===== config.mk =====
export PLATFORM = sky130hd
export DESIGN_NAME = upper_seq_buffer
export DESIGN_NICKNAME = d
export VERILOG_FILES = /design/src/rtl/upper_seq_buffer.sv
export SDC_FILE = /design/constraint.sdc
export NUM_CORES = 1
export LEC_CHECK = 0
export ABC_AREA = 1
export BUFFER_PORTS_ARGS = -buffer_cell sky130_fd_sc_hd__clkbuf_2
export CORE_MARGIN = 3
export CORE_UTILIZATION = 45
export DETAILED_ROUTE_END_ITERATION = 8
export PLACE_DENSITY = 0.65
export SLEW_MARGIN = 20
export SYNTH_ARGS = -nofsm -noshare
export SYNTH_HDL_FRONTEND = slang
export SYNTH_SLANG_ARGS = --single-unit

===== constraint.sdc =====
create_clock -name clk -period 1.7 [get_ports clk]
set_clock_uncertainty 0.1 [all_clocks]
set_input_delay 0.085 -clock clk [delete_from_list [all_inputs] [get_ports clk]]
set_output_delay 0.085 -clock clk [all_outputs]
set_load 0.005 [all_outputs]

===== src/rtl/upper_seq_buffer.sv =====
// Merge-sort upper-layer batch buffer: fills up to TRAIN_LENGTH multi-lane entries, then drains head-first, optionally sentinel-padded.
// One turnaround cycle from the closing accept to out_valid; input is refused while draining, the drain holds on out_ready low.
module upper_seq_buffer #(
  parameter int TRAIN_LENGTH = 3,
  parameter int DATA_WIDTH   = 8,
  parameter int NUM_CH       = 2,
  parameter int PAD_OUT      = 1,
  localparam int W  = NUM_CH * DATA_WIDTH,
  localparam int CW = $clog2(TRAIN_LENGTH + 1)
) (
  input  logic          clk,
  input  logic          reset,
  input  logic          flush,
  input  logic          in_valid,
  output logic          in_ready,
  input  logic [W-1:0]  in_data,
  input  logic          in_last,
  output logic          out_valid,
  input  logic          out_ready,
  output logic [W-1:0]  out_data,
  output logic          out_last,
  output logic [CW-1:0] count,
  output logic          full,
  output logic          empty
);

  typedef enum logic [1:0] {IDLE, FILL, DRAIN} state_t;

  localparam logic [W-1:0]  SENT  = {W{1'b1}};
  localparam logic [CW-1:0] TL_C  = CW'(TRAIN_LENGTH);
  localparam logic [CW-1:0] TL_M1 = CW'(TRAIN_LENGTH - 1);
  localparam logic [CW-1:0] ONE   = CW'(1);

  state_t        state, state_nxt;
  logic [W-1:0]  slot [TRAIN_LENGTH];
  logic [CW-1:0] beat;
  logic          primed;
  logic          accept, pop;

  assign accept = in_valid && in_ready;
  assign pop    = out_valid && out_ready;
  assign full   = (count == TL_C);
  assign empty  = (count == '0);

  always_comb begin
    state_nxt = state;
    in_ready  = 1'b0;
    out_valid = 1'b0;
    out_data  = '0;
    out_last  = 1'b0;
    case (state)
      IDLE, FILL: begin
        in_ready = reset && !flush;
        if (in_valid && in_ready)
          state_nxt = (in_last || count == TL_M1) ? DRAIN : FILL;
      end
      DRAIN: begin
        out_valid = primed && !flush;
        // Once the real entries are gone the head reads as sentinel, whatever the slot holds.
        out_data  = (count != '0) ? slot[0] : SENT;
        out_last  = primed && ((PAD_OUT != 0) ? (beat == TL_M1) : (count == ONE));
        if (out_valid && out_ready && out_last)
          state_nxt = IDLE;
      end
      default: state_nxt = IDLE;
    endcase
    if (flush)
      state_nxt = IDLE;
  end

  always_ff @(posedge clk or negedge reset) begin
    if (!reset) begin
      state  <= IDLE;
      count  <= '0;
      beat   <= '0;
      primed <= 1'b0;
      for (int i = 0; i < TRAIN_LENGTH; i++)
        slot[i] <= '0;
    end else if (flush) begin
      state  <= IDLE;
      count  <= '0;
      beat   <= '0;
      primed <= 1'b0;
      for (int i = 0; i < TRAIN_LENGTH; i++)
        slot[i] <= SENT;
    end else begin
      state  <= state_nxt;
      primed <= (state == DRAIN) && (state_nxt == DRAIN);
      if (accept) begin
        for (int i = 0; i < TRAIN_LENGTH; i++)
          if (count == CW'(i))
            slot[i] <= in_data;
        count <= count + 1'b1;
      end
      if (pop) begin
        if (out_last) begin
          count <= '0;
          beat  <= '0;
          for (int i = 0; i < TRAIN_LENGTH; i++)
            slot[i] <= SENT;
        end else begin
          for (int i = 0; i < TRAIN_LENGTH - 1; i++)
            slot[i] <= slot[i+1];
          slot[TRAIN_LENGTH-1] <= SENT;
          if (count != '0)
            count <= count - 1'b1;
          beat <= beat + 1'b1;
        end
      end
    end
  end

endmodule


==> Word level (Yosys, flattened, before mapping) <==
Index checks and enable logic that the tools add are counted.
{ "word_totals": {"out_inout_bits": 23, "reg_bits": 55} }
{ "classes": {"addsub": 3, "n_mux": 27, "reduce_logical": 23, "eq_ne": 7} }
{ "op_table": {"columns": ["operator", "count"], "rows": [
  ["$mux 48", 4],
  ["$mux 16", 5],
  ["$mux 2", 13],
  ["$reduce_bool 3->1", 4],
  ["$eq 2x2->1 const B", 5],
  ["$logic_and 1x1->1", 9],
  ["$reduce_and 2->1", 3],
  ["$add 2x1->2 const B", 2],
  ["$eq 2x1->1 const B", 2],
  ["$logic_not 2->1", 2],
  ["$mux 1", 4],
  ["$pmux 2 s2", 1],
  ["$reduce_bool 2->1", 2],
  ["$reduce_or 2->1", 1],
  ["$sub 2x1->2 const B", 1],
  ["$logic_not 1->1", 1],
  ["$logic_or 1x1->1", 1]
]} }

==> Logic depth before layout (Yosys ltp) <==
Gate-level depths: netlist (run 1).
{ "depth": {"word_depth": 10, "depth_mapped": 10} }

==> Worst setup path before layout (run 1) <==
Ideal clock, no wire load.
{ "synth_path": {"path_type": "flip-flop to output port", "startpoint": "reg count[0]", "endpoint": "out out_data[10]", "arrival_ps": 1503, "path_stages_with_launch": 7, "path_slack_ps": 12, "t_required_ps": 1515, "path_cell_list": "dfrtp_1 -> inv_1 -> ha_1 -> clkbuf_1 -> clkbuf_1 -> nor2_1 -> nor2_1"} }
{ "synth_via": {"elab_chain_len": 3} }
{ "synth_lines": {"columns": ["item", "line", "rtl"], "rows": [
  ["start, declared", "22", "output logic [CW-1:0] count,"],
  ["start signal, assigned", "93", "count <= count + 1'b1;"],
  ["start signal, assigned", "106", "count <= count - 1'b1;"],
  ["$reduce_bool 2->1", "60", "out_data = (count != '0) ? slot[0] : SENT;"],
  ["$mux 16", "60", null],
  ["$mux 16", "51", "case (state)"],
  ["end, declared", "20", "output logic [W-1:0] out_data,"]
]} }
No other way between the ends.

==> Worst setup path in the final report (run 1) <==
{ "layout_path": {"startpoint": "reg beat[0]", "endpoint": "out out_last"} }
{ "layout_via": {"elab_chain_len": 3} }
{ "layout_lines": {"columns": ["item", "line", "rtl"], "rows": [
  ["start, declared", "36", "logic [CW-1:0] beat;"],
  ["start signal, assigned", "107", "beat <= beat + 1'b1;"],
  ["$eq 2x2->1", "61", "out_last = primed && ((PAD_OUT != 0) ? (beat == TL_M1) : (count == ONE));"],
  ["$logic_and 1x1->1", "61", null],
  ["$mux 1", "51", null],
  ["end, declared", "21", "output logic out_last,"]
]} }
No other way between the ends.

==> results of run 1 <==
==> cells in the final DEF (no fill, tap or decap), drive strengths merged <==
cell / n
nand2: 97
nand3: 93
nor2: 58
dfrtp: 55
clkbuf: 50
nand3b: 24
inv: 20
dlygate4sd3: 18
buf: 17
o21ai: 10
ha: 6
a21oi: 3
nor3: 1
a211oi: 1
clkinv: 1
clkinvlp: 1
==> report_power, final <==
group	internal (uW)	total (uW)	switching, uW
clock	334	786	452
sequential	1390	1440	44.5
combinational	182	423	241
==> cell type report <==
type | instances | share of cell area
Clock inverter | 2 | 0.00431
Timing Repair Buffer | 79 | 0.152
Multi-Input combinational cell | 293 | 0.405
Tap cell | 93 | 0.0308
Clock buffer | 6 | 0.0219
Inverter | 20 | 0.0212
Sequential cell | 55 | 0.365
==> flip-flops by register name, summed over array words and instances, names as in the netlist <==
register	count
beat	2
count	2
state	2
primed	1
slot	48
==> stage by stage <==
step | cells | power (uW) | utilization
final | 548 | 2650 | 0.575
after global routing | 548 | 2790 | 0.575
after CTS | 545 | 2650 | 0.568
after detailed placement | 517 | 1830 | 0.520
after global placement | 517 | 1830 | 0.520
after floorplan | 396 | 1700 | -
==> critical path, stage by stage (launching register included) <==
cell and delay, ps:
dfrtp_1 400, inv_1 80, ha_1 190, nand2_1 150, nor2_4 180, clkbuf_2 130
==> cells by family (layout without fill, tap and decap cells) <==
kind of cell               count (synthesis)  after routing  synth area share
buffers and inverters                     48            107            0.0854
and+or+nand+nor                          273            273             0.430
AOI/OAI and AO/OA                         14             14            0.0242
DFF                                       55             55             0.437
adders and majority gates                  6              6            0.0238
==> layer usage <==
layer | part of all wire | up-vias | GRT usage | routed length (um)
met4 | 0.0076 | 0 | 0.0406 | 55
met2 | 0.42 | 72 | 0.287 | 3020
met3 | 0.051 | 6 | 0.0319 | 367
li1 | - | 1402 | - | -
met5 | 0 | - | 0 | 0
met1 | 0.53 | 1232 | 0.321 | 3830
==> path summary, 6_finish.rpt <==
check | startpoint | endpoint
setup / recovery | beat[0] | out_last
hold / removal | flush | state[1]
setup reg to reg | count[0] | slot[22]
hold reg to reg | slot[15] | slot[15]
max in group asynchronous | reset | count[0]
min in group asynchronous | reset | primed
==> what timing repair did <==
| action | CTS | global route |
|---|---|---|
| pin swaps | 0 | 2 |
| setup endpoints to repair | 24 | 51 |
| resized for setup | 7 | 4 |
| buffers inserted | 2 | 3 |
| hold endpoints to repair | 72 | 0 |
| hold buffers | 18 | 0 |
==> results.md, run 1 <==
- Status: complete, no violations
- Post-detail-place hpwl: 4960 um
- Hold WC Path Type: input port to flip-flop
- Antenna diodes: 0
- DRT Pass-1 Iters: 4
- Final setup margin: 70.9 ps
- Crit path kind: flip-flop to output port
- Fill cells: 604
- Clock slew at reported path FFs: 110 ps
- TritonCTS Buffers: 5
- Chip height: 89.7 um
- WL per Instance: 13.3 um
- Chip width: 89.7 um
- CTS H-tree depth: 2
- Seq. cell area: 1380 um2
- CP Launch Type: flip-flop
- Yosys synthesis warning count: 0
- Vias: 2712
- Area Growth Syn to Fin: 19.9%
- Drc violations: 0
- Remaining global-route overflow: 0
- Seq cells post-synth: between 50 and 60
- Synth area leader: dfrtp_1
- Leak Pwr: 0.00189 uW
- I/O pin count: 45
- Final Hold Fails: 0
- Post-DP Area: 3410 um2
- Initial antenna violation count: 0
- Global-route wire length before repair: between 10000 and 15000 um
- Netlist cell types: 25
- Syn Area/Cell: about 8.0 um2
- Pre-CTS WS: 0.731 ps
- WHS: 32.4 ps
- Gate Count Post-Synth: 396
- Rel. slew slack: 0.527
- Via/cell ratio: slightly below 5
- Multi-input logic area: about 1500 um2
- Post-Syn Area: 3150 um2
- Worst Setup End Kind: output port
- TritonCTS clock tree: done
- Max-cap viol count: 0
- WL final: 7270 um
- Routed Antenna Nets: 0
- Most common cell in the synthesized netlist: nand3_1
- Vias in the first global route: between 2000 and 3000
- Peak supply drop: 366 uV
- GP Congestion: 0.763
- CP required: 1510 ps
- Post-synth top flop: dfrtp_1
- Cells taking the most area after synthesis: dfrtp_1 (44%), nand3_1 (14%), nand2_1 (10%), nor2_1 (6.7%), nand3b_1 (5.7%)
- R2R depth: 6
- Initial Util: 0.480
- Site Rows: 29
- Setup slack, reg-to-reg: 150 ps
- Global Route Usage Sum: 0.201
- Die area: 8040 um2
- Share of cells above drive strength 1: 0.211
- Syn nets: 424
- Ys async rst share: 1.00
- Sinks on Clock Net: 55
- Power density over cell area: 700 nW/um2
- Starting DRC count in detailed routing: 272
- Final Cell Area: roughly 3800 um2
- Port bufs: 44
- Largest net degree at the start of global routing: 56
- Top-area cell type share of the netlist area: 0.437
- Seq/Total Area, Yosys: 0.437
- # setup viols final: 0
- Critical Path AT: 1440 ps
- Skew-Pair Late Insertion Delay: 310 ps
- Core area: 6570 um2
- Tightest Pin Transition: 710 ps
- CTS Buffer Depth: 2
- Post-synth EDFFs: 0
- Pins Over Slew Limit: 0
- Critical path peak fanout: 3
- Period utilisation layout: 0.958
- CTS root buffer: clkbuf_8
- Top cells by count, synth: nand3_1 (88), nand2_1 (87), nor2_1 (56)
- Final nets: 482
- Final min period: 1630 ps
- Hold Path Stages: 2
- TNS Setup: 0 ps
- Max Freq: 614 MHz
(Power assumes the default switching activity.)
==> inputs of run 2 (changes only) <==
- ABC_AREA: 1 -> default
- CORE_ASPECT_RATIO: default -> 1.4
- PLACE_DENSITY: 0.65 -> 0.66
- REMOVE_ABC_BUFFERS: default -> 1
==> run 2 against run 1 <==
Against the previous run: the run now ends with setup timing left; critical path depth stayed put; wire length grew 0.28%; register-to-register slack worse by 210 ps; utilization up 5.5 points; via count is 8.1% lower; sequential power is essentially flat; sequential share of layout area rose by 0.50 points; die area is 11% lower; fmax fell by 7.4%; non-clock buffer count rose by 17; flip-flop and latch count unchanged; critical endpoint is now slot[37]; largest cell class unchanged; largest power group unchanged; highest routed layer unchanged.
==> results.md, run 2 <==
- Vias: 2491 (-8.1%)
- Yosys synthesis warning count: 0 (unchanged)
- Final setup margin: -58.9 ps (-130 ps)
- Period utilisation layout: 1.03 (+0.0764)
- Fill cells: 493 (-18%)
- Global Route Usage Sum: 0.206 (+0.00517)
- Die area: 7150 um2 (-11%)
- Post-DP Area: 3190 um2 (-6.7%)
- Critical Path, Cell by Cell: nand2b_4, or4_4, clkbuf_16, nor2_1, o2bb2ai_1
- Share of cells above drive strength 1: 0.373 (+0.162)
- CP required: 1800 ps (+290 ps)
- Worst Path Buf+Inv: 1 (-1)
- Crit path max-delay family: simple AND/OR/NAND/NOR gates
- Max incr delay on CP: 590 ps (+190 ps)
- Critical path peak fanout: 16 (+13)
- WL per Instance: 16.1 um (+21%)
- Seq/Total Area, Yosys: 0.496 (+0.0595)
- Final nets: 411 (-15%)
- Skew-Pair Late Insertion Delay: 310 ps (about the same)
- R2R depth: 5 (-1)
- Post-synth EDFFs: 0 (unchanged)
- Synth area leader: dfrtp_1
- Tightest Pin Transition: 700 ps (-9.65 ps)
- Remaining global-route overflow: 0 (unchanged)
- WL final: 7290 um (+0.28%)
- Post-detail-place hpwl: 4610 um (-7.2%)
- Via/cell ratio: 5.50 (+11%)
- Hold WC Path Type: input port to flip-flop
- Post-synth top flop: dfrtp_1
- # setup viols final: 32 (+32)
- Vias in the first global route: 2355 (-6.8%)
- Port bufs: 44 (unchanged)
- Top-area cell type share of the netlist area: 0.496 (+0.0595)
- Final Cell Area: 3720 um2 (-1.5%)
- Initial Util: 0.470 (-0.0101)
- Ys async rst share: 1.00 (unchanged)
- Most frequent cells in the layout: dfrtp_1 (55), nor2_1 (50), clkbuf_2 (44)
- TNS Setup: -1060 ps (-1060 ps)
- Core area: 5900 um2 (-10%)
- Most common cell after layout, fill and taps aside: dfrtp_1
- Pins Over Slew Limit: 0 (unchanged)
- Site Rows: 33 (+14%)
- CTS H-tree depth: 2 (unchanged)
- Sinks on Clock Net: 55 (unchanged)
- Drc violations: 0 (unchanged)
- Rel. slew slack: 0.533 (+0.00644)
- Starting DRC count in detailed routing: 133 (-51%)
- Hold Path Stages: 3 (+1)
- Power density over cell area: 671 nW/um2 (-4.2%)
- Gate Count Post-Synth: 303 (-23%)
- Chip height: 98.9 um (+10%)
- GP Congestion: 0.781 (+2.5%)
- CP Launch Type: flip-flop
- Post-Syn Area: 2770 um2 (-12%)
- Worst Hold End: beat[1]
- Final Hold Fails: 0 (unchanged)
- Seq cells post-synth: 55 (unchanged)
- Worst flop-to-flop path endpoint: slot[37]
- Syn Area/Cell: 9.15 um2 (+15%)
- Worst flop-to-flop path startpoint: state[0]
- Max-cap viol count: 0 (unchanged)
- Crit path kind: flip-flop to flip-flop
- Routed Antenna Nets: 0 (unchanged)
- HP Start: flush
- Top reg by flops: slot
- Antenna diodes: 0 (unchanged)
- Peak supply drop: 408 uV (+11%)
- TritonCTS clock tree: done
- Area Growth Syn to Fin: 34.2%
- Top cells by count, synth: nor2_1 (66), dfrtp_1 (55), nand2_1 (36)
- TritonCTS Buffers: 5 (unchanged)
- Global-route wire length before repair: 11600 um (-8.3%)
- Max Freq: 569 MHz (-7.4%)
- Netlist cell types: 30 (+20%)
- Status: finished, violations left
- Leak Pwr: 0.00156 uW (-17%)
- CTS root buffer: clkbuf_8
- Seq. cell area: 1380 um2 (-0.18%)
- CTS Buffer Depth: 2 (unchanged)
- I/O pin count: 45 (unchanged)
- Multi-input logic area: 1410 um2 (-7.6%)
- Failing checks: setup timing
- Largest register FFs: 48 (unchanged)
- Initial antenna violation count: 0 (unchanged)
- Setup slack, reg-to-reg: -60 ps (-210 ps)
- Clock slew at reported path FFs: 100 ps (about the same)
- Worst Setup End Kind: flip-flop
- Chip width: 72.3 um (-19%)
- Largest net degree at the start of global routing: 56 (unchanged)
- RSZ-0062 raised after global routing: true
- Most common cell in the synthesized netlist: nor2_1
- Critical Path AT: 1860 ps (+420 ps)
- Final min period: 1760 ps (+130 ps)
- DRT Pass-1 Iters: 4 (unchanged)
- Slowest-stage cell, CP: or4_4
- Cells taking the most area after synthesis: dfrtp_1 (50%), o2bb2ai_1 (10%), nor2_1 (8.9%), a21oi_1 (6.3%), nand2_1 (4.9%)
## run 2: cell types whose count changed in the layout (fill, tap and decap cells not counted), moves of 14 or more
| cell | delta |
|---|---|
| nor2_2 | +18 |
| o2bb2ai_1 | +29 |
| buf_4 | +14 |
| nand2_1 | -67 |
| nand3_1 | -80 |
| a21oi_1 | +33 |
| nand3b_1 | -24 |
## run 2: worst max-delay path by stage
stage | from | endpoint | slack, ps | cells past startpoint
after CTS | beat[1] | slot[42] | -70 | 5
after global routing | state[0] | slot[16] | -100 | 5
after global placement | beat[0] | slot[42] | -60 | 6
after detailed placement | beat[0] | slot[42] | -80 | 6
final | state[0] | slot[37] | -60 | 5
after floorplan | state[0] | slot[19] | -500 | 4
## run 2: where the power goes
group,leakage [uW],internal [uW],switching [uW]
sequential,0.000581,1370,42.7
clock,0.0000470,321,415
combinational,0.000931,159,187
## run 2: final cells by class
cell class / instances / share of cell area
Clock buffer: 6 / 0.0222
Clock inverter: 1 / 0.00135
Inverter: 4 / 0.00404
Multi-Input combinational cell: 221 / 0.380
Sequential cell: 55 / 0.370
Tap cell: 70 / 0.0235
Timing Repair Buffer: 96 / 0.199
## run 2: timing repair
item,CTS,global route
gates resized for setup,6,55
cloned,0,2
hold buffers,18,0
pin swaps,0,12
endpoints found under the hold margin,88,0
endpoints found under the setup margin,44,66
setup buffers,1,0
## run 2: kinds of logic after synthesis
family          Yosys count  share of synthesized area
flops                    55                      0.496
buf+inv                  27                     0.0650
xor+xnor                  1                    0.00316
mux                       1                    0.00361
compound gates           72                      0.179
simple gates            141                      0.226
fa+ha+maj                 6                     0.0271
## run 2: routing by layer
metal	wire length, um	global-route usage
met1	3130	0.278
met4	150	0.0579
met5	0	0
met3	278	0.0276
met2	3730	0.343
## run 2: worst register-to-register path, cell delays in order (launching register included)
cell	delay, ps
dfrtp_1	400
nand2b_4	180
or4_4	590
clkbuf_16	210
nor2_1	100
o2bb2ai_1	70
## run 2: per-stage QoR
stage               utilization  power (uW)  setup WS [ps]  hold WS (ps)  instances
floorplan                     -        1560           -496          -311        280
global placement          0.540        1720          -63.2           240        425
detailed placement        0.540        1730          -80.0           247        425
CTS                       0.589        2490          -65.9          25.7        451
global route              0.630        2620           -102          47.9        453
finish                    0.630        2500          -58.9          29.9        453
